### src/rtl/pc_sequencer_pkg.sv
// Shared fetch-stage definitions: default PC geometry and the sequencer state encoding.
package pc_sequencer_pkg;

   localparam int          PC_WIDTH     = 32;
   localparam logic [31:0] RESET_VECTOR = 32'h0000_0000;
   localparam logic [31:0] PC_INC       = 32'h0000_0001;

   // IDLE: first cycle out of reset, RUN: fetching, FLUSH: post-redirect bubbles
   typedef enum logic [1:0] {
      ST_IDLE  = 2'd0,
      ST_RUN   = 2'd1,
      ST_FLUSH = 2'd2
   } pc_state_e;

endpackage

### src/rtl/pc_sequencer.sv
// Fetch PC sequencer: drives an external adder with PC plus increment/offset and
// registers the returned sum; handles stall, branch, jump and flush bubbles.
module pc_sequencer
   import pc_sequencer_pkg::*;
#(
   parameter int               WIDTH        = PC_WIDTH,
   parameter logic [WIDTH-1:0] RESET_PC     = WIDTH'(RESET_VECTOR),
   parameter logic [WIDTH-1:0] INC          = WIDTH'(PC_INC),
   parameter int               FLUSH_CYCLES = 1
) (
   input  logic             clk,
   input  logic             rst,
   input  logic             stall,
   input  logic             branch,
   input  logic [WIDTH-1:0] branch_offset,
   input  logic             jump,
   input  logic [WIDTH-1:0] jump_target,
   output logic [WIDTH-1:0] add_a,
   output logic [WIDTH-1:0] add_b,
   input  logic [WIDTH-1:0] add_s,
   output logic [WIDTH-1:0] pc,
   output logic             pc_valid,
   output logic             flush,
   output logic [WIDTH-1:0] fetch_count,
   output pc_state_e        state
);

   // Counter holds remaining FLUSH cycles minus one, so RUN resumes exactly FLUSH_CYCLES later
   localparam logic [2:0] FLUSH_LOAD = 3'(FLUSH_CYCLES - 1);

   pc_state_e        state_q;
   logic [WIDTH-1:0] pc_q;
   logic             pc_valid_q;
   logic             flush_q;
   logic [WIDTH-1:0] fetch_count_q;
   logic [2:0]       flush_cnt_q;

   assign add_a       = pc_q;
   assign add_b       = (state_q == ST_RUN && branch && !jump) ? branch_offset : INC;
   assign pc          = pc_q;
   assign pc_valid    = pc_valid_q;
   assign flush       = flush_q;
   assign fetch_count = fetch_count_q;
   assign state       = state_q;

   always_ff @(posedge clk or posedge rst) begin
      if (rst) begin
         state_q       <= ST_IDLE;
         pc_q          <= RESET_PC;
         pc_valid_q    <= 1'b0;
         flush_q       <= 1'b0;
         fetch_count_q <= '0;
         flush_cnt_q   <= '0;
      end else begin
         case (state_q)
            ST_IDLE: begin
               state_q    <= ST_RUN;
               pc_valid_q <= 1'b1;
            end
            ST_RUN: begin
               if (jump || branch) begin
                  // add_b already carries the branch offset here, so add_s is pc+offset
                  pc_q        <= jump ? jump_target : add_s;
                  state_q     <= ST_FLUSH;
                  pc_valid_q  <= 1'b0;
                  flush_q     <= 1'b1;
                  flush_cnt_q <= FLUSH_LOAD;
               end else if (!stall) begin
                  pc_q          <= add_s;
                  fetch_count_q <= fetch_count_q + WIDTH'(1);
               end
            end
            ST_FLUSH: begin
               if (flush_cnt_q == 3'd0) begin
                  state_q    <= ST_RUN;
                  pc_valid_q <= 1'b1;
                  flush_q    <= 1'b0;
               end else begin
                  flush_cnt_q <= flush_cnt_q - 3'd1;
               end
            end
            default: begin
               state_q    <= ST_IDLE;
               pc_valid_q <= 1'b0;
               flush_q    <= 1'b0;
            end
         endcase
      end
   end

endmodule

### config.mk
export PLATFORM = sky130hd
export DESIGN_NAME = pc_sequencer
export DESIGN_NICKNAME = d
export VERILOG_FILES = /design/src/rtl/pc_sequencer_pkg.sv /design/src/rtl/pc_sequencer.sv
export SDC_FILE = /design/constraint.sdc
export NUM_CORES = 1
export LEC_CHECK = 0
export BUFFER_PORTS_ARGS = -buffer_cell sky130_fd_sc_hd__buf_2
export CORE_MARGIN = 4
export CORE_UTILIZATION = 40
export CTS_CLUSTER_DIAMETER = 120
export DETAILED_ROUTE_END_ITERATION = 6
export HOLD_SLACK_MARGIN = 0.15
export PLACE_DENSITY = 0.76
export REMOVE_ABC_BUFFERS = 1
export SLEW_MARGIN = 5
export SYNTH_ARGS = -nofsm -noshare
export SYNTH_HDL_FRONTEND = slang
export SYNTH_SLANG_ARGS = --single-unit
### constraint.sdc
create_clock -name clk -period 3.07 [get_ports clk]
set_clock_uncertainty 0.2 [all_clocks]
set_input_delay 0.307 -clock clk [delete_from_list [all_inputs] [get_ports clk]]
set_output_delay 0.307 -clock clk [all_outputs]
set_load 0.005 [all_outputs]
==> results list <==
- After detailed routing, the number of vias per cell comes to 5.01.
- The number of global-route vias before repair is 3958.
- In this run the tool buffered the top-level ports with 232 buffer cells.
- The routed layout has 3762 vias.
* Area share of the largest cell type after synthesis: 46.9%
* Global routing usage summed across all routing layers: 23.3%
- Post-synthesis area per instance: 10.0 um2
* Worst Path Required: 3.09 ns
* Max-Slew Margin vs Limit: 36.5%
- Number of DRC violations after detailed routing: 0
- The critical path in this run is classified as flip-flop to flip-flop.
- Data arrival, critical path: 2.38 ns
- Summed over all cells, the static leakage comes to 2.94 nW.
- The cell count after synthesis came out at 372.
* Cts repair resizes: 0
- Total placed cells including tap cells: 670
- Yosys instantiated no cell more often than sky130_fd_sc_hd__dfrtp_1.
- STA classifies the critical path startpoint as a flip-flop.
* CTS max path bufs: 2
* Most frequent cells after synthesis: 70 x sky130_fd_sc_hd__dfrtp_1, 39 x sky130_fd_sc_hd__nor2_1, 36 x sky130_fd_sc_hd__and2_1
- Setup repair after global routing left no endpoint under its margin.
* Overall die width: 105 um
- Flip-flop cell with the highest count after synthesis: sky130_fd_sc_hd__dfrtp_1
- The floorplan step defined a core boundary enclosing 9150 um2.
* EDFF count, synth: 0
* Height of the chip: 105 um
- Highest net fanout along the worst path: 11
* CTS buffer count: 9
- CTS tree: done
- Entering global routing, the biggest net connects 45 pins.
- Once layout is complete, the cells apart from fillers number 751.
- Post-synthesis instance area: 3740 um2
* Sink Count: 70
- Number of levels the H-tree was split into: 3
- The later pin in the worst-skew pair is clocked with a latency of 0.33 ns.
* Number of distinct library cells after synthesis: 32
- Post-layout net count: 739
* Max-capacitance violation count: 0
- I/O pin count: 233
- Worst-margin pin slew: 0.951 ns
- Post-DRT Antenna Nets: 0
- Dividing the final minimum period by the clock period gives 77.0%.
* Count of endpoints failing setup in the final report: 0
- Share of layout cells above drive strength 1: 40.9%
* Critical path capture point type: flip-flop
- The largest total area in the synthesized netlist belongs to sky130_fd_sc_hd__dfrtp_1.
- Subtracting the final worst setup slack from the clock period gives 2.36 ns.
* Global-route wire length before repair: 20300 um
- After global routing the overflow that remains totals 0.
* Area added between synthesis and finish: 51.0%
- Initial antenna violation count: 0
* Number of buffers inserted by hold repair at cts: 65
- Before antenna repair, the detailed router went through 5 iterations.
- In this run the worst hold path is classified as input port to flip-flop.
* Initial standard-cell utilization of the core: 40.8%
- At the end of the flow the core is filled with cells to 61.6%.
* Antenna diode instance count: 0
- Routability cong.: 0.839
* DR WL/cell: 17.1 um
- Number of DRC markers after the initial detailed-route iteration: 201
- After synthesis, flip-flops and latches occupy 46.9% of the total area.
- The flow ran to the end, and the final reports show no timing, DRC or antenna violations.
- Highest Clock Rate: 0.423 GHz
* Number of setup buffers added after CTS: 0
- Max-slew violation total from the final report: 0
- Post-DP HPWL: 8430 um
- CTS placed an instance of sky130_fd_sc_hd__clkbuf_8 at the clock tree root.
* Flop and latch count out of synthesis: 70
- The die covers 11000 um2.
* Synth async-reset ratio: 100%
- The Yosys step of the flow raised 0 warnings.
- The final count of hold timing violations was 0.
- The floorplan has 35 rows.
- In this run the power density over the cells is 653 nW/um2.
* Design Power: 3.69 mW
- After clock tree synthesis, the clock-pin slew on the worst setup and hold paths is 0.08 ns.
- Final WL: 12900 um
- Yosys attributes the largest share of cell area to sky130_fd_sc_hd__dfrtp_1 47%, sky130_fd_sc_hd__mux2i_1 8.6%, sky130_fd_sc_hd__buf_4 6.8%.
- Max rail drop VDD: 483 uV
==> worst max-delay path: stages, from the launching register on <==
cell	delay, ns
sky130_fd_sc_hd__dfrtp_1	0.46
sky130_fd_sc_hd__or4b_4	0.62
sky130_fd_sc_hd__nor4b_4	0.60
sky130_fd_sc_hd__nand4_1	0.20
sky130_fd_sc_hd__xnor2_1	0.17
==> metal layers <==
layer | wire, um | vias up | track usage (%)
met4 | 565 | 0 | 12.1
met2 | 6840 | 179 | 41.9
li1 | - | 1759 | -
met3 | 769 | 44 | 6.55
met5 | 0 | - | 0
met1 | 4700 | 1780 | 24.6
==> path summary, 6_finish.rpt <==
check                      cells past startpoint            start  slack, ns         endpoint
min reg2reg                                    1  fetch_count[31]       0.29  fetch_count[31]
min in group asynchronous                      3              rst       0.57  fetch_count[16]
min                                            3           branch       0.21         state[1]
max reg2reg                                    4         state[1]       0.71  fetch_count[19]
max                                            4         state[1]       0.71  fetch_count[19]
max in group asynchronous                      4              rst       1.34            flush
==> power by group <==
group          internal, mW  total (mW)  switching [mW]
Sequential             1.18        1.44           0.259
Combinational         0.669        1.42           0.747
Clock                 0.482       0.835           0.353
Total                  2.33        3.69            1.36
==> stage by stage <==
stage	instance area (um2)	TNS, ns	setup slack, ns	hold WS (ns)
2_1_floorplan	3400	-12.73	-0.398	0.269
3_3_place_gp	4770	0	0.758	0.259
3_5_place_dp	4770	0	0.686	0.280
4_1_cts	5640	0	0.717	0.189
5_1_grt	5640	0	0.584	0.204
6_report	5640	0	0.707	0.207
==> area by class of cell <==
class | count | area (um2)
fill | 728 | 3510
multi-input combinational | 246 | 1650
clock buffer | 11 | 141
inverter | 4 | 15.0
tap | 111 | 139
clock inverter | 5 | 82.6
sequential | 70 | 1750
timing repair buffer | 304 | 1860
==> layout by cell type (no fill, tap or decap), drive strengths merged, types with 2 or more instances in the layout <==
cell type    synthesis  layout
nand2b               3       3
bufinv               0       2
nor2                39      39
clkinv               0       3
or4b                 2       2
nand2                8       8
dfrtp               70      70
nor3                 3       3
o21ai                7       7
nand4               18      18
a21oi               33      33
xnor2               27      27
clkbuf              15      11
inv                  4       4
and2                36      36
xor2                 4       4
dlygate4sd3          0      65
and4                 4       4
mux2i               32      32
and3                 8       8
ha                   3       3
buf                 37     239
nor2b                2       2
nand3                9       9
==> sequential cells by signal (all words and copies together) (netlist names) <==
name and count:
pc_valid 1, state 1, fetch_count 32, add_a 32, flush_cnt_q 3, flush 1
==> cells by family (layout without fill, tap and decap cells) <==
kind of cell,Yosys count,count (layout),share of synthesized area (%)
AOI/OAI and AO/OA,42,42,5.79
xor gates and xnor gates,31,31,7.26
adders and majority gates,3,3,1.00
buffers and inverters,56,324,9.47
DFF,70,70,46.9
muxes,33,33,8.87
and+or+nand+nor,137,137,20.7
Note: power is estimated with default switching activity, not from simulation.
